[src/rtl/i2c_pkg.sv]
// i2c_pkg: shared encodings for the I2C command sequencer.
//   - response status codes carried on rsp_status
//   - sequencer FSM state type
//   - chip address width and a saturating counter helper
package i2c_pkg;

  localparam int I2C_CHIP_ADDR_W = 7;

  localparam logic [1:0] I2C_RSP_OK      = 2'd0;
  localparam logic [1:0] I2C_RSP_NACK    = 2'd1;
  localparam logic [1:0] I2C_RSP_TIMEOUT = 2'd2;

  typedef enum logic [2:0] {
    ST_IDLE      = 3'd0,
    ST_ISSUE     = 3'd1,
    ST_WAIT_BUSY = 3'd2,
    ST_WAIT_DONE = 3'd3,
    ST_BACKOFF   = 3'd4,
    ST_RESP      = 3'd5
  } seq_state_e;

  function automatic logic [7:0] sat_inc8(input logic [7:0] v);
    return (v == 8'hFF) ? v : v + 8'd1;
  endfunction

endpackage

[src/rtl/i2c_sync_fifo.sv]
// i2c_sync_fifo: single-clock FIFO with a registered head output.
//   clk, reset (sync, active-low)
//   push/wdata : write side, ignored when full unless a pop happens the same cycle
//   pop        : removes the head, ignored when empty
//   rdata      : current head, valid the cycle after it is pushed
//   full/empty : occupancy flags
module i2c_sync_fifo #(
  parameter int WIDTH = 8,
  parameter int DEPTH = 8
) (
  input  logic             clk,
  input  logic             reset,
  input  logic             push,
  input  logic [WIDTH-1:0] wdata,
  input  logic             pop,
  output logic [WIDTH-1:0] rdata,
  output logic             full,
  output logic             empty
);

  localparam int AW = $clog2(DEPTH);

  logic [WIDTH-1:0] mem_q [DEPTH];
  logic [AW-1:0]    wr_ptr_q, wr_ptr_d, rd_ptr_q, rd_ptr_d;
  logic [AW:0]      cnt_q, cnt_d;
  logic [WIDTH-1:0] rdata_q, rdata_d;
  logic             do_push, do_pop;

  assign full    = (cnt_q == (AW+1)'(DEPTH));
  assign empty   = (cnt_q == '0);
  assign do_pop  = pop && !empty;
  assign do_push = push && (!full || do_pop);
  assign rdata   = rdata_q;

  always_comb begin
    wr_ptr_d = wr_ptr_q + AW'(do_push);
    rd_ptr_d = rd_ptr_q + AW'(do_pop);
    cnt_d    = cnt_q + (AW+1)'(do_push) - (AW+1)'(do_pop);
    rdata_d  = rdata_q;
    // The slot being written this cycle may become the new head
    // (empty FIFO, or popping the last entry), so bypass the array.
    if (cnt_d != '0)
      rdata_d = (do_push && (wr_ptr_q == rd_ptr_d)) ? wdata : mem_q[rd_ptr_d];
  end

  always_ff @(posedge clk) begin
    if (!reset) begin
      wr_ptr_q <= '0;
      rd_ptr_q <= '0;
      cnt_q    <= '0;
      rdata_q  <= '0;
    end else begin
      wr_ptr_q <= wr_ptr_d;
      rd_ptr_q <= rd_ptr_d;
      cnt_q    <= cnt_d;
      rdata_q  <= rdata_d;
    end
  end

  always_ff @(posedge clk) begin
    if (do_push) mem_q[wr_ptr_q] <= wdata;
  end

endmodule

[src/rtl/i2c_cmd_sequencer.sv]
// i2c_cmd_sequencer: queues read/write commands and drives i2c_master one
// transfer at a time, with NACK retry, backoff and per-attempt timeout.
//   clk, reset (sync, active-low)
//   cmd_*  : command push handshake {rw, chip, reg, data}
//   rsp_*  : one response per command {rw, data, status, retries}
//   m_*    : i2c_master request outputs / status inputs
//   err_count : saturating count of non-OK responses
//   idle      : nothing queued and no transfer in flight
module i2c_cmd_sequencer
  import i2c_pkg::*;
#(
  parameter int ADDR_BYTES     = 1,
  parameter int DATA_BYTES     = 2,
  parameter int FIFO_DEPTH     = 8,
  parameter int MAX_RETRIES    = 2,
  parameter int BACKOFF_CYCLES = 64,
  parameter int TIMEOUT_CYCLES = 65535,
  localparam int RA_W = 8*ADDR_BYTES,
  localparam int D_W  = 8*DATA_BYTES
) (
  input  logic                       clk,
  input  logic                       reset,
  input  logic                       cmd_valid,
  output logic                       cmd_ready,
  input  logic                       cmd_rw,
  input  logic [I2C_CHIP_ADDR_W-1:0] cmd_chip_addr,
  input  logic [RA_W-1:0]            cmd_reg_addr,
  input  logic [D_W-1:0]             cmd_data,
  output logic                       rsp_valid,
  input  logic                       rsp_ready,
  output logic                       rsp_rw,
  output logic [D_W-1:0]             rsp_data,
  output logic [1:0]                 rsp_status,
  output logic [3:0]                 rsp_retries,
  output logic [I2C_CHIP_ADDR_W-1:0] m_chip_addr,
  output logic [RA_W-1:0]            m_reg_addr,
  output logic [D_W-1:0]             m_data_in,
  output logic                       m_write_en,
  output logic                       m_read_en,
  output logic                       m_write_mode,
  input  logic                       m_busy,
  input  logic                       m_done,
  input  logic [3:0]                 m_status,
  input  logic [D_W-1:0]             m_data_out,
  output logic [7:0]                 err_count,
  output logic                       idle
);

  localparam int CMD_W = 1 + I2C_CHIP_ADDR_W + RA_W + D_W;
  localparam int TMO_W = $clog2(TIMEOUT_CYCLES + 1);
  localparam int BO_W  = $clog2(BACKOFF_CYCLES + 1);
  localparam logic [3:0]       MAX_R    = 4'(MAX_RETRIES);
  localparam logic [TMO_W-1:0] TMO_LAST = TMO_W'(TIMEOUT_CYCLES - 1);
  localparam logic [BO_W-1:0]  BO_LAST  = BO_W'(BACKOFF_CYCLES - 1);

  // Command FIFO
  logic             fifo_push, fifo_pop, fifo_full, fifo_empty;
  logic [CMD_W-1:0] fifo_rdata;
  logic                       f_rw;
  logic [I2C_CHIP_ADDR_W-1:0] f_chip;
  logic [RA_W-1:0]            f_reg;
  logic [D_W-1:0]             f_data;

  assign cmd_ready = !fifo_full;
  assign fifo_push = cmd_valid && cmd_ready;
  assign {f_rw, f_chip, f_reg, f_data} = fifo_rdata;

  i2c_sync_fifo #(.WIDTH(CMD_W), .DEPTH(FIFO_DEPTH)) u_fifo (
    .clk   (clk),
    .reset (reset),
    .push  (fifo_push),
    .wdata ({cmd_rw, cmd_chip_addr, cmd_reg_addr, cmd_data}),
    .pop   (fifo_pop),
    .rdata (fifo_rdata),
    .full  (fifo_full),
    .empty (fifo_empty)
  );

  // State
  seq_state_e                 state_q, state_d;
  logic                       act_rw_q, act_rw_d;
  logic [I2C_CHIP_ADDR_W-1:0] act_chip_q, act_chip_d;
  logic [RA_W-1:0]            act_reg_q, act_reg_d;
  logic [D_W-1:0]             act_data_q, act_data_d;
  logic [3:0]                 retries_q, retries_d;
  logic [TMO_W-1:0]           tmo_q, tmo_d;
  logic [BO_W-1:0]            bo_q, bo_d;
  logic                       rsp_rw_q, rsp_rw_d;
  logic [D_W-1:0]             rsp_data_q, rsp_data_d;
  logic [1:0]                 rsp_status_q, rsp_status_d;
  logic [3:0]                 rsp_retries_q, rsp_retries_d;
  logic [7:0]                 err_q, err_d;
  logic                       finish;
  logic [1:0]                 fin_status;

  assign fifo_pop = (state_q == ST_IDLE) && !fifo_empty;

  always_comb begin
    state_d       = state_q;
    act_rw_d      = act_rw_q;
    act_chip_d    = act_chip_q;
    act_reg_d     = act_reg_q;
    act_data_d    = act_data_q;
    retries_d     = retries_q;
    tmo_d         = tmo_q;
    bo_d          = bo_q;
    rsp_rw_d      = rsp_rw_q;
    rsp_data_d    = rsp_data_q;
    rsp_status_d  = rsp_status_q;
    rsp_retries_d = rsp_retries_q;
    err_d         = err_q;
    finish        = 1'b0;
    fin_status    = I2C_RSP_OK;

    unique case (state_q)
      ST_IDLE: begin
        if (!fifo_empty) begin
          {act_rw_d, act_chip_d, act_reg_d, act_data_d} = fifo_rdata;
          retries_d = '0;
          tmo_d     = '0;
          state_d   = ST_ISSUE;
        end
      end
      ST_ISSUE: begin
        tmo_d   = '0;
        state_d = ST_WAIT_BUSY;
      end
      ST_WAIT_BUSY, ST_WAIT_DONE: begin
        // m_done takes priority over a timeout expiring in the same cycle,
        // and is honoured even if busy was never observed.
        if (m_done) begin
          if (m_status == 4'h0) begin
            finish = 1'b1;
          end else if (retries_q < MAX_R) begin
            retries_d = retries_q + 4'd1;
            bo_d      = '0;
            state_d   = ST_BACKOFF;
          end else begin
            finish     = 1'b1;
            fin_status = I2C_RSP_NACK;
          end
        end else if (tmo_q == TMO_LAST) begin
          finish     = 1'b1;
          fin_status = I2C_RSP_TIMEOUT;
        end else begin
          tmo_d = tmo_q + TMO_W'(1);
          if (state_q == ST_WAIT_BUSY && m_busy) state_d = ST_WAIT_DONE;
        end
      end
      ST_BACKOFF: begin
        if (bo_q == BO_LAST) state_d = ST_ISSUE;
        else                 bo_d    = bo_q + BO_W'(1);
      end
      ST_RESP: begin
        if (rsp_ready) state_d = ST_IDLE;
      end
      default: state_d = ST_IDLE;
    endcase

    if (finish) begin
      rsp_rw_d      = act_rw_q;
      rsp_status_d  = fin_status;
      rsp_retries_d = retries_q;
      rsp_data_d    = (fin_status == I2C_RSP_OK && act_rw_q) ? m_data_out : '0;
      if (fin_status != I2C_RSP_OK) err_d = sat_inc8(err_q);
      state_d = ST_RESP;
    end
  end

  always_ff @(posedge clk) begin
    if (!reset) begin
      state_q       <= ST_IDLE;
      act_rw_q      <= 1'b0;
      act_chip_q    <= '0;
      act_reg_q     <= '0;
      act_data_q    <= '0;
      retries_q     <= '0;
      tmo_q         <= '0;
      bo_q          <= '0;
      rsp_rw_q      <= 1'b0;
      rsp_data_q    <= '0;
      rsp_status_q  <= '0;
      rsp_retries_q <= '0;
      err_q         <= '0;
    end else begin
      state_q       <= state_d;
      act_rw_q      <= act_rw_d;
      act_chip_q    <= act_chip_d;
      act_reg_q     <= act_reg_d;
      act_data_q    <= act_data_d;
      retries_q     <= retries_d;
      tmo_q         <= tmo_d;
      bo_q          <= bo_d;
      rsp_rw_q      <= rsp_rw_d;
      rsp_data_q    <= rsp_data_d;
      rsp_status_q  <= rsp_status_d;
      rsp_retries_q <= rsp_retries_d;
      err_q         <= err_d;
    end
  end

  // Outputs
  assign m_chip_addr  = act_chip_q;
  assign m_reg_addr   = act_reg_q;
  assign m_data_in    = act_data_q;
  assign m_write_en   = (state_q == ST_ISSUE) && !act_rw_q;
  assign m_read_en    = (state_q == ST_ISSUE) &&  act_rw_q;
  assign m_write_mode = 1'b0;

  assign rsp_valid   = (state_q == ST_RESP);
  assign rsp_rw      = rsp_rw_q;
  assign rsp_data    = rsp_data_q;
  assign rsp_status  = rsp_status_q;
  assign rsp_retries = rsp_retries_q;
  assign err_count   = err_q;
  assign idle        = fifo_empty && (state_q == ST_IDLE);

endmodule

[config.mk]
export PLATFORM = sky130hd
export DESIGN_NAME = i2c_cmd_sequencer
export DESIGN_NICKNAME = d
export VERILOG_FILES = /design/src/rtl/i2c_pkg.sv /design/src/rtl/i2c_sync_fifo.sv /design/src/rtl/i2c_cmd_sequencer.sv
export SDC_FILE = /design/constraint.sdc
export NUM_CORES = 1
export LEC_CHECK = 0
export ABC_AREA = 0
export BUFFER_PORTS_ARGS = -buffer_cell sky130_fd_sc_hd__buf_2
export CORE_ASPECT_RATIO = 1.1
export CORE_UTILIZATION = 35
export CTS_BUF_LIST = sky130_fd_sc_hd__clkbuf_8
export DETAILED_ROUTE_END_ITERATION = 8
export PLACE_DENSITY = 0.54
export SYNTH_ARGS = -nofsm -noshare
export SYNTH_HDL_FRONTEND = slang
export SYNTH_SLANG_ARGS = --single-unit
[constraint.sdc]
create_clock -name clk -period 4.85 [get_ports clk]
set_input_delay 0.2425 -clock clk [delete_from_list [all_inputs] [get_ports clk]]
set_output_delay 0.2425 -clock clk [all_outputs]
set_load 0.005 [all_outputs]
# Yosys cells after proc, flatten, opt, wreduce, memory -nomap -nowiden

Memories as Yosys holds them, arrays and structs flattened. A register that Yosys moved wholly into a read port is not among the register bits.
Index checks and enable logic that the tools add are counted.

Add/sub/neg operators: 8
Order comparisons: 1
Equality and inequality tests: 29
Mux-type cells: 37
Bitwise logic cells: 3
Reduce and logical (&&, ||, !) cells: 32

Operators with widths:

| kind                                          | number |
|---|---|
| two-way mux 16 bit                            | 4 |
| case mux 16 bit (3 select lines)              | 1 |
| two-way mux 7 bit                             | 4 |
| two-way mux 3 bit                             | 9 |
| inequality test 3 bit, second input constant  | 6 |
| adder 16 x 1 -> 16 bit, second input constant | 1 |
| == test 16 bit, second input constant         | 1 |
| two-way mux 4 bit                             | 4 |
| inequality test 2 bit, second input constant  | 8 |
| inequality test 4 bit, second input constant  | 4 |
| case mux 3 bit (5 select lines)               | 1 |
| case mux 7 bit (2 select lines)               | 1 |
| AND reduction 7 bit                           | 2 |
| AND reduction 5 bit                           | 2 |
| logical AND 1 bit                             | 9 |
| two-way mux 1 bit                             | 9 |
| adder 8 x 1 -> 8 bit, second input constant   | 1 |
| == test 8 bit, second input constant          | 1 |
| zero test 4 bit                               | 2 |
| case mux 4 bit (2 select lines)               | 1 |
| adder 7 x 1 -> 7 bit, second input constant   | 1 |
| == test 7 x 6 -> 1 bit, second input constant | 1 |
| adder 3 x 1 -> 3 bit                          | 2 |
| == test 3 x 2 -> 1 bit, second input constant | 2 |
| 22 further kinds                              | 33 |

Register bits after elaboration: 103
RAM bits: 256
Input bits: 58
Output and inout bits: 68
Logic and storage cells: 128
Memories: 1

Memories:

| memory       | depth | bits a word | rd ports | clocked after memory_dff | write ports | RTL line            | text |
|---|---|---|---|---|---|---|---|
| u_fifo.mem_q | 8     | 32          | 1        | 1                        | 1           | i2c_sync_fifo.sv:23 | `logic [WIDTH-1:0] mem_q [DEPTH];` |

# Longest topological paths before layout

Gate-level depths: netlist of run 1.

Word-level depth: 9
Depth in mapped cells: 18
Mapped depth without buffers: 14

# Cells and area by module

From an unflattened synthesis of run 1, not the netlist that was laid out.

Cell total of the unflattened synthesis: 1,083
Area total of the unflattened synthesis: 15,874.0 um^2

Modules (own cells, without submodules):

| module            | times used | cells each | area each (um^2) | seq. area each (um^2) |
|---|---|---|---|---|
| i2c_sync_fifo     | 1          | 635        | 12,055.3         | 8,528.2 |
| i2c_cmd_sequencer | 1          | 448        | 3,818.7          | 1,861.8 |

# Worst setup path before layout of run 1

No wires, ideal clock.

Kind: register -> register
From: reg u_fifo.cnt_q[2]
To: reg u_fifo.rdata_q[12] (netlist: u_fifo.rdata[12]), read port of u_fifo.mem_q
Arrival time: 3.771 ns
Required time: 4.733 ns
Path slack: 0.962 ns
Stages on the path, launching flop included: 17
Buffers on the path: 5
Cells stage by stage: dfxtp_1 -> inv_1 -> ha_1 -> or3b_2 -> clkbuf_1 -> nand2_1 -> inv_1 -> buf_1 -> ha_1 -> ha_1 -> buf_2 -> clkbuf_1 -> clkbuf_1 -> mux4_2 -> mux2i_1 -> nand2_1 -> a32o_1

RTL lines:

| item                         | RTL line                | text |
|---|---|---|
| start: declaration           | i2c_sync_fifo.sv:25     | `logic [AW:0] cnt_q, cnt_d;` |
| start signal: assignment     | i2c_sync_fifo.sv:55     | `cnt_q <= cnt_d;` |
| zero test 4 bit              | i2c_sync_fifo.sv:30     | `assign empty = (cnt_q == '0);` |
| zero test 1 bit              | i2c_cmd_sequencer.sv:96 | `assign fifo_pop = (state_q == ST_IDLE) && !fifo_empty;` |
| logical AND 1 bit            | i2c_cmd_sequencer.sv:96 |  |
| named net fifo_pop           | i2c_cmd_sequencer.sv:57 | `logic fifo_push, fifo_pop, fifo_full, fifo_empty;` |
| logical AND 1 bit            | i2c_sync_fifo.sv:31     | `assign do_pop = pop && !empty;` |
| adder 3 x 1 -> 3 bit         | i2c_sync_fifo.sv:37     | `rd_ptr_d = rd_ptr_q + AW'(do_pop);` |
| named net u_fifo.rd_ptr_d[1] | i2c_sync_fifo.sv:24     | `logic [AW-1:0] wr_ptr_q, wr_ptr_d, rd_ptr_q, rd_ptr_d;` |
| end: declaration             | i2c_sync_fifo.sv:26     | `logic [WIDTH-1:0] rdata_q, rdata_d;` |

The timed path passes the listed nets, and every way through them passes these cells.
A chain may end at the register's enable or synchronous reset.

# Worst setup path after layout of run 1

From: reg state_q[1]
To: reg u_fifo.rdata_q[17] (netlist: u_fifo.rdata[17]), read port of u_fifo.mem_q

Longest elaborated chain between the ends: 8

RTL lines:

| item                      | RTL line                 | text |
|---|---|---|
| start: declaration        | i2c_cmd_sequencer.sv:80  | `seq_state_e state_q, state_d;` |
| start signal: assignment  | i2c_cmd_sequencer.sv:186 | `state_q <= state_d;` |
| zero test 3 bit *         | i2c_cmd_sequencer.sv:96  |  |
| logical AND 1 bit *       | i2c_cmd_sequencer.sv:96  |  |
| logical AND 1 bit *       | i2c_sync_fifo.sv:31      |  |
| logical OR 1 bit          | i2c_sync_fifo.sv:32      | `assign do_push = push && (!full \|\| do_pop);` |
| logical AND 1 bit         | i2c_sync_fifo.sv:32      |  |
| adder 4 x 1 -> 4 bit      | i2c_sync_fifo.sv:38      | `cnt_d = cnt_q + (AW+1)'(do_push) - (AW+1)'(do_pop);` |
| subtractor 4 x 1 -> 4 bit | i2c_sync_fifo.sv:38      |  |
| nonzero test 4 bit        | i2c_sync_fifo.sv:42      | `if (cnt_d != '0)` |

Every way passes the cells marked *; elsewhere a longest branch is shown, timed or not.

==> out/qor.csv, run 1 <==
metric,value,unit
slew_headroom,26.13,%
synthFlopType,edfxtp_1,
grt_usage,16.16,%
io_buffers,124,
fmax,255.0,MHz
synth_edf_count,256,
post_layout_nonfiller_instances,1850,
drive_above_1_share,27.85,%
via_per_inst,4.988,
grt_max_degree,43,
synth_fp_nets,1096,
die_x,201.4,um
start_kind,flip-flop,
dpl-instance-area,16720,um2
p_sw_share,31.85,%
synthArstFlopShare,0,%
fp.coreArea,42700,um2
dpl.hpwl,20.96,mm
hold_slack,0.07360,ns
synth_common_cells,"edfxtp_1 (256), dfxtp_1 (135), nand2_1 (123), mux4_2 (64), a21oi_1 (51)",
synth_top_cell_area_share,50.24,%
ant_nets,0,
drtPass1Iterations,5,
fin_crit_sh,80.85,%
finalSetupViolCount,0,
synth.area.top_cells,"edfxtp_1 (50%), dfxtp_1 (18%), mux4_2 (9.4%), nand2_1 (3.0%), mux2i_1 (2.6%)",
cts_buffer_depth,3,
route.detailed.drc,0,
synthToLayoutAreaGrowth,21.04,%
dieArea,44560,um2
period_needed,3.921,ns
wl_per_cell,19.24,um
endpoint_kind,flip-flop,
dp_cells,1680,
syn_inst,1022,
p_clk_share,27.6,%
max-vdd-ir-drop,0.0003087,V
pwr-share-seq,39.3,%
cts_tree,built,
power.net_switching,3.330,mW
finalMaxSlewViolations,0,
crit_required,5.37,ns
rsz0062_at_grt,false,
synthesis.area,15300,um2
synth.most_common_cell,edfxtp_1,
first_global_vias,9660,
numCtsBuffers,68,
cts.root.buffer_cell,clkbuf_8,
synth_cell_types,56,
p_leak,6.515,nW
p_int,7.124,mW
die_h,221.3,um
ioPinCount,126,
cts_resized,0,
fin_tns_setup,0,ns
worstPathArrival,4.45,ns
synth_top_area_cell,edfxtp_1,
fillCellCount,3954,
syn_avg_cell_area,14.97,um2
synth_seq_cells,391,
grt_pass1_wl,55.53,mm
nets,1305,
row_count,79,
crit_path_max_fanout,32,
fin_skew,0.03163,ns
routed_wl,35.59,mm
grt-ovfl-total,0,
worstMarginPinSlew,1.101,ns
start_util,35.84,%
htreeDepth,3,
criticalPathCategory,flip-flop to flip-flop,
clk_pin_slew,0.05,ns
maxCapViolCount,0,
ys_warn_count,0,
hold_path.class,input pin to flip-flop,
postLayoutCellArea,18520,um2
clkLatencyLatePin,0.61,ns
outcome,completed,
p_comb_share,33.1,%
drtIter0Drc,495,
antenna_found_initial,2,
num_vias,9228,
synth.yosys.seq_area_share,67.90,%
hold_violations,0,
cts_setup_buffers,0,
cts.sinks,391,
power_density,564.5,nW/um2
gp_congestion,0.8035,
logic make-up (layout without fill, tap and decap cells):
logic type      after synthesis  after routing  share of synthesized area (%)
simple gates                274            274                          8.561
compound gates              138            138                          6.598
mux                         104            104                          12.04
flops                       391            391                          67.90
other cells                   1              2                        0.02451
fa+ha+maj                    16             16                          1.357
buf+inv                      71            331                          1.979
xor+xnor                     27             27                          1.545
power by group through the flow:
| stage | clock, mW | combinational, mW | sequential [mW] |
|---|---|---|---|
| floorplan | 0 | 2.47 | 4.13 |
| global placement | 0 | 3.47 | 4.17 |
| detailed placement | 0 | 3.50 | 4.18 |
| CTS | 2.98 | 3.54 | 4.11 |
| global route | 3.13 | 3.80 | 4.15 |
| finish | 2.88 | 3.46 | 4.11 |
registers in the layout, summed over array words and instances, names as in the netlist:
signal           count
m_reg_addr           8
state_q              3
m_data_in           16
u_fifo.mem_q       256
bo_q                 7
retries_q            4
tmo_q               16
rsp_retries          4
u_fifo.wr_ptr_q      3
m_chip_addr          7
act_rw_q             1
rsp_rw               1
rsp_data            16
err_count            8
u_fifo.cnt_q         4
u_fifo.rdata        32
rsp_status           2
u_fifo.rd_ptr_q      3
cells in the final DEF, fill, tap and decap left out, types with 6 or more instances in the layout:
| cell | instances |
|---|---|
| a211oi_1 | 10 |
| a21oi_1 | 50 |
| a22o_1 | 16 |
| a32o_1 | 32 |
| and2_1 | 10 |
| buf_2 | 124 |
| buf_4 | 19 |
| clkbuf_8 | 81 |
| clkinv_2 | 7 |
| dfxtp_1 | 135 |
| dlygate4sd3_1 | 48 |
| edfxtp_1 | 256 |
| ha_1 | 13 |
| inv_1 | 37 |
| mux2i_1 | 40 |
| mux4_2 | 64 |
| nand2_1 | 123 |
| nand2b_1 | 6 |
| nand3_1 | 13 |
| nand4_1 | 6 |
| nor2_1 | 39 |
| nor2_4 | 6 |
| or2_2 | 34 |
| xnor2_1 | 26 |
through the flow:
stage	utilization, %	worst slack (ns)	total power, mW
global route	43.37	0.6880	11.08
finish	43.37	0.9286	10.45
floorplan	-	0.9617	6.607
CTS	43.37	0.9073	10.64
detailed placement	39.15	0.9201	7.679
global placement	39.15	1.001	7.630
final timing paths:
check | startpoint | end | slack [ns] | cells after the start
hold / removal | rsp_ready | state_q[2] | 0.07 | 4
setup / recovery | state_q[1] | u_fifo.rdata[17] | 0.93 | 14
hold reg to reg | m_reg_addr[7] | m_reg_addr[7] | 0.45 | 2
setup reg to reg | state_q[1] | u_fifo.rdata[17] | 0.93 | 14
area by class of cell:
cell class,instances,area (um2),share of cell area (%)
multi-input combinational,560,4720,25.48
clock inverter,40,205.2,1.108
sequential,391,10390,56.10
timing repair buffer,195,1324,7.147
clock buffer,81,1115,6.019
antenna,1,2.502,0.01351
inverter,15,56.30,0.3040
tap,567,709.4,3.830
metal layers:
layer | vias to the layer above | wire (um) | global-route usage [%]
li1 | 4323 | - | -
met1 | 4623 | 16320 | 21.08
met2 | 237 | 16780 | 26.40
met3 | 43 | 1959 | 3.991
met4 | 2 | 517 | 5.132
met5 | - | 10 | 0
worst max-delay path: stages, from the launching register on:
cell	delay, ns
dfxtp_1	0.40
or2_2	0.43
nor2_1	0.13
nand2_1	0.08
inv_1	0.44
ha_1	0.33
inv_1	0.06
ha_1	0.15
inv_1	0.05
fa_1	0.37
xnor2_1	0.14
nor3b_1	0.39
and3_1	0.22
buf_4	0.45
a32o_1	0.20
what timing repair did:
item                       in CTS  in global routing
setup endpoints to repair       0                  0
hold buffers                   48                  0
hold endpoints to repair      272                  0
Power figures use the tool's default switching activity.
==> run 2: changes to the inputs <==
Settings changed: ABC_AREA 0 to 1, PLACE_DENSITY 0.54 to 0.56.
Clock period 4.85 ns to 3.3 ns, I/O delays scaled along.
==> run 2 against run 1 <==
Die area is 6.9% higher. Final area is 5.5% higher. Worst hold slack better by 0.0032 ns. Sequential power is 48% higher. First-iteration DRC count is 58% higher. Via count is 33% higher. Flip-flop and latch count stayed put.
==> out/qor.csv, run 2 <==
metric,value,unit,change
layout_commonest_cell,nor2_1,,
synth_cell_types,42,,-25%
largest_register_ffs,256,,unchanged
htreeDepth,3,,unchanged
synth_fa_ha_area_share,1.269,%,-0.088 points
cpPeakStageDelay,0.37,ns,-0.08 ns
grt-ovfl-total,0,,unchanged
mostFrequentLayoutCells,"nor2_1 (304), edfxtp_1 (256), nand2_1 (236), o21ai_0 (207), inv_1 (164)",,
maxCapViolCount,0,,unchanged
synthFlopType,edfxtp_1,,
via_per_inst,4.881,,-2.1%
synth_top_area_cell,edfxtp_1,,
synth.most_common_cell,nor2_1,,
cts.sinks,391,,unchanged
drive_above_1_share,15.61,%,-12 points
seq_area,10390,um2,unchanged
syn_avg_cell_area,9.825,um2,-34%
grt_usage,18.02,%,+1.9 points
max-vdd-ir-drop,0.0007652,V,+150%
routed_wl,42.04,mm,+18%
cts_tree,built,,
criticalPathCategory,flip-flop to flip-flop,,
start_util,35.69,%,-0.15 points
dpl.hpwl,24.60,mm,+17%
antenna_found_initial,1,,-1
synthToLayoutAreaGrowth,19.43,%,
first_global_vias,12090,,+25%
hold_slack,0.07683,ns,+0.003233 ns
synth_compound_area_share,10.95,%,+4.3 points
p_leak,7.764,nW,+19%
crit_path_max_fanout,26,,-19%
row_count,82,,+3.8%
nets,1941,,+49%
crit_required,3.79,ns,-1.58 ns
dp_cells,2331,,+39%
start_kind,flip-flop,,
dpl-instance-area,17770,um2,+6.3%
cts_buffer_depth,3,,unchanged
ys_warn_count,0,,unchanged
synthArstFlopShare,0,%,unchanged
synthesis.area,16370,um2,+7.0%
slew_headroom,44.81,%,+19 points
top_register,u_fifo.mem_q,,
grt_max_degree,106,,+150%
endpoint_kind,flip-flop,,
slowest_stage,fa_1,,
grt_pass1_wl,67.25,mm,+21%
finalSetupViolCount,0,,unchanged
synth-simple-area-share,17.68,%,+9.1 points
fin_skew,0.02150,ns,-0.01013 ns
post_layout_nonfiller_instances,2511,,+36%
post-place-ws,0.1900,ns,-0.7301 ns
muxShareOfSynthArea,0,%,-12 points
synth.area.top_cells,"edfxtp_1 (47%), dfxtp_1 (17%), nor2_1 (7.2%), o21ai_0 (6.3%), nand2_1 (5.4%)",,
cts.root.buffer_cell,clkbuf_8,,
die_x,208.2,um,+3.4%
layout_setup_ws,0.2932,ns,-0.6354 ns
rsz0062_at_grt,false,,
drtPass1Iterations,5,,unchanged
syn_inst,1666,,+63%
num_vias,12260,,+33%
synth_top_cell_area_share,46.97,%,-3.3 points
fillCellCount,4353,,+10%
ant_nets,0,,unchanged
wl_per_cell,16.74,um,-13%
worstPathArrival,3.50,ns,-0.95 ns
synth_top_family_by_area,simple AND/OR/NAND/NOR gates,,
hold_violations,0,,unchanged
synth_seq_cells,391,,unchanged
path_cells,inv_1 -> ha_1 -> nand3_1 -> nand3_1 -> inv_1 -> ha_1 -> inv_1 -> ha_1 -> inv_1 -> fa_1 -> xnor2_1 -> nor3b_2 -> nand2_2 -> buf_12 -> buf_12 -> nor2_1 -> nor2_1 -> nand2_1 -> inv_1,,
synth_edf_count,256,,unchanged
cp_common_cell,inv_1,,
synth_xor_area_share,0.9096,%,-0.64 points
finalMaxSlewViolations,0,,unchanged
fp.coreArea,45860,um2,+7.4%
postLayoutCellArea,19550,um2,+5.5%
synth_fp_nets,1740,,+59%
die_h,228.8,um,+3.4%
dieArea,47640,um2,+6.9%
clkLatencyLatePin,0.60,ns,about the same
power_density,926.4,nW/um2,+64%
ioPinCount,126,,unchanged
power,18.11,mW,+73%
gp_congestion,0.8054,,+0.24%
synth_common_cells,"nor2_1 (312), edfxtp_1 (256), nand2_1 (237), o21ai_0 (207), dfxtp_1 (135)",,
multi_input_area,5126,um2,+8.6%
worstMarginPinSlew,0.8270,ns,-0.2737 ns
drtIter0Drc,783,,+58%
clk_pin_slew,0.06,ns,about the same
numCtsBuffers,69,,+1.5%
hold_path.class,input pin to flip-flop,,
synth.yosys.seq_area_share,63.48,%,-4.4 points
io_buffers,124,,unchanged
route.detailed.drc,0,,unchanged
outcome,completed,,
period_needed,3.007,ns,-0.9146 ns
fmax,332.6,MHz,+30%
fin_crit_sh,91.12,%,+10 points
fin_tns_setup,0,ns,unchanged
utilization,42.63,%,-0.75 points
[run 2: critical path: cells and delay by family (launching register included)]
family | cells | cell delay (ns)
adders and majority gates | 4 | 0.94
and+or+nand+nor | 7 | 0.78
buffers and inverters | 7 | 0.64
DFF | 1 | 0.35
xor gates and xnor gates | 1 | 0.17
[run 2: path summary, 6_finish.rpt]
check,start,to,slack (ns),cells after the start
max,u_fifo.cnt_q[3],u_fifo.rdata[6],0.29,19
min,reset,rsp_retries[3],0.08,5
max reg2reg,u_fifo.cnt_q[3],u_fifo.rdata[6],0.29,19
min reg2reg,rsp_retries[3],rsp_retries[3],0.45,2
[run 2: per-layer routing]
metal / global-route usage, % / share of wire [%] / up-vias
li1: - / - / 6045
met1: 23.09 / 45 / 5822
met2: 30.48 / 48 / 326
met3: 3.449 / 5.3 / 63
met4: 5.949 / 1.9 / 0
met5: 0 / 0 / -
[run 2: kinds of logic after synthesis]
| logic type | Yosys count |
|---|---|
| AND/OR/NAND/NOR | 686 |
| flip-flops | 391 |
| AO/OA/AOI/OAI | 334 |
| buffers and inverters | 221 |
| XOR/XNOR | 17 |
| adder cells (fa/ha/maj) | 16 |
| other | 1 |
[run 2: power breakdown]
| group | switching, mW | internal, mW | leakage (nW) | total, mW |
|---|---|---|---|---|
| Clock | 1.96 | 2.07 | 0.762 | 4.03 |
| Sequential | 0.264 | 5.82 | 3.43 | 6.08 |
| Combinational | 5.34 | 2.66 | 3.57 | 8.00 |
[run 2: final cells by class]
class / count / area share (%)
multi-input cells: 1054 / 26.22
repair buffers: 214 / 7.847
diodes: 1 / 0.01280
well taps: 588 / 3.763
inverters: 137 / 2.669
clock buffers: 74 / 5.210
clock inverters: 52 / 1.126
flip-flops and latches: 391 / 53.15
[run 2: what timing repair did]
| item | CTS | global route |
|---|---|---|
| endpoints found under the hold margin | 298 | 0 |
| endpoints found under the setup margin | 0 | 25 |
| hold buffers | 50 | 0 |
| setup buffers | 0 | 3 |
| resized for setup | 0 | 1 |
==> run 3: changes to the inputs <==
Settings changed: REMOVE_ABC_BUFFERS set to 1.
==> run 3 against run 2 <==
Via count is essentially flat. Total power grew 1.0%. First-iteration DRC count shrank 7.2%. Clock skew grew 0.0038 ns. Fmax shrank 2.3%. Register-to-register slack lost 0.07 ns. Core utilization grew 0.12 points. Cell count is essentially flat. Global-route usage shrank 0.64 points. Worst hold slack lost 0.036 ns. Critical endpoint is now u_fifo.rdata[28]. Largest cell class unchanged.
==> out/qor.csv, run 3 (same netlist as run 2, synthesis figures left out) <==
metric,value,unit,change
outcome,completed,,
endpoint_kind,flip-flop,,
hold_violations,0,,unchanged
dpl.hpwl,24.45,mm,-0.62%
synthToLayoutAreaGrowth,19.78,%,
ioPinCount,126,,unchanged
start_util,35.69,%,unchanged
grt_max_degree,98,,-7.5%
fin_crit_sh,93.30,%,+2.2 points
routed_wl,41.59,mm,-1.1%
crit_path_max_fanout,6,,-77%
cts_tree,built,,
top_register,u_fifo.mem_q,,
cts.root.buffer_cell,clkbuf_8,,
num_vias,12260,,+0.016%
layout_setup_ws,0.2210,ns,-0.07216 ns
via_per_inst,4.884,,about the same
clkLatencyLatePin,0.61,ns,about the same
slew_headroom,42.82,%,-2.0 points
hold_slack,0.04095,ns,-0.03588 ns
dp_cells,2334,,+0.13%
crit_required,3.80,ns,about the same
cts.sinks,391,,unchanged
antenna_found_initial,0,,-1
grt_usage,17.37,%,-0.64 points
numCtsBuffers,68,,-1.4%
utilization,42.75,%,+0.12 points
start_kind,flip-flop,,
ant_nets,0,,unchanged
maxCapViolCount,0,,unchanged
post-place-ws,0.2012,ns,+0.01118 ns
max-vdd-ir-drop,0.0007870,V,+2.8%
power_density,933.4,nW/um2,+0.76%
post_layout_nonfiller_instances,2510,,-0.040%
nets,1944,,+0.15%
fp.coreArea,45860,um2,unchanged
finalSetupViolCount,0,,unchanged
cts_buffer_depth,3,,unchanged
drtIter0Drc,727,,-7.2%
worstPathArrival,3.58,ns,+0.08 ns
fin_skew,0.02527,ns,+0.003772 ns
gp_congestion,0.7828,,-2.8%
drtPass1Iterations,5,,unchanged
layout_commonest_cell,nor2_1,,
io_buffers,124,,unchanged
criticalPathCategory,flip-flop to flip-flop,,
p_leak,7.757,nW,about the same
dieArea,47640,um2,unchanged
largest_register_ffs,256,,unchanged
fmax,324.8,MHz,-2.3%
clk_pin_slew,0.06,ns,about the same
worstMarginPinSlew,0.8567,ns,+0.02974 ns
row_count,82,,unchanged
htreeDepth,3,,unchanged
drive_above_1_share,15.97,%,+0.36 points
diodes,0,,-1
rsz0062_at_grt,true,,
die_h,228.8,um,unchanged
die_x,208.2,um,unchanged
period_needed,3.079,ns,+0.07216 ns
route.detailed.drc,0,,unchanged
grt_pass1_wl,64.83,mm,-3.6%
hold_path.class,input pin to flip-flop,,
wl_per_cell,16.57,um,-1.0%
first_global_vias,12000,,-0.79%
mostFrequentLayoutCells,"nor2_1 (304), edfxtp_1 (256), nand2_1 (237), o21ai_0 (207), inv_1 (156)",,
grt-ovfl-total,0,,unchanged
finalMaxSlewViolations,0,,unchanged
## run 3: cell types whose count changed in the layout (fill, tap and decap cells not counted), moves of 2 or more
cell        previous run  this run
clkinvlp_4             2         4
buf_4                 31        36
inv_1                164       156
inv_8                  0         2
clkinv_2               6         3
## run 3: cell type report
type                       instances  area (um2)
multi-input combinational       1055        5130
tap                              588       735.7
inverter                         137       521.8
sequential                       391       10390
timing repair buffer             217        1541
clock buffer                      75        1032
fill                            4440       26260
clock inverter                    47       254.0
## run 3: worst paths after layout
kind	slack [ns]	startpoint	depth (start not counted)	endpoint
setup reg to reg	0.22	u_fifo.cnt_q[2]	19	u_fifo.rdata[28]
hold / removal	0.04	rsp_ready	6	state_q[1]
setup / recovery	0.22	u_fifo.cnt_q[2]	19	u_fifo.rdata[28]
hold reg to reg	0.45	rsp_data[13]	2	rsp_data[13]
## run 3: per-layer routing
| layer | up-vias | wire, um | share of wire, % | GRT usage, % |
|---|---|---|---|---|
| met3 | 72 | 1882 | 4.5 | 3.353 |
| met4 | 0 | 825 | 2.0 | 5.394 |
| met5 | - | 0 | 0 | 0 |
| li1 | 6039 | - | - | - |
| met1 | 5847 | 18840 | 45 | 22.01 |
| met2 | 300 | 20040 | 48 | 29.82 |
## run 3: report_power, final
part           total [mW]  switching (mW)  internal (mW)
Clock                4.16            1.98           2.19
Sequential           6.04           0.230           5.81
Combinational        8.09            5.40           2.70
## run 3: timing repair
item | CTS | global route
setup buffers | 0 | 4
setup endpoints to repair | 0 | 28
hold buffers | 49 | 0
hold endpoints to repair | 298 | 0
gates resized for setup | 0 | 1
## run 3: worst max-delay path: stages (launching register included)
cell and delay, ns:
dfxtp_1 0.30, inv_1 0.06, ha_1 0.19, nand3_1 0.11
nand3_1 0.10, inv_1 0.15, ha_1 0.25, inv_1 0.06
ha_1 0.15, inv_1 0.05, fa_1 0.38, xnor2_1 0.17
nor3b_2 0.19, buf_4 0.16, nand2_1 0.20, buf_4 0.23
nor2_1 0.08, nor2_1 0.05, nand2_1 0.09, inv_1 0.03
## run 3: stage by stage
step,TNS (ns),cell area [um2],power [mW]
after floorplan,-90.99,15960,10.54
after global routing,-0.02498,19610,19.73
after CTS,0,19570,18.37
final,0,19610,18.30
after global placement,0,17790,13.96
after detailed placement,0,17790,14.10
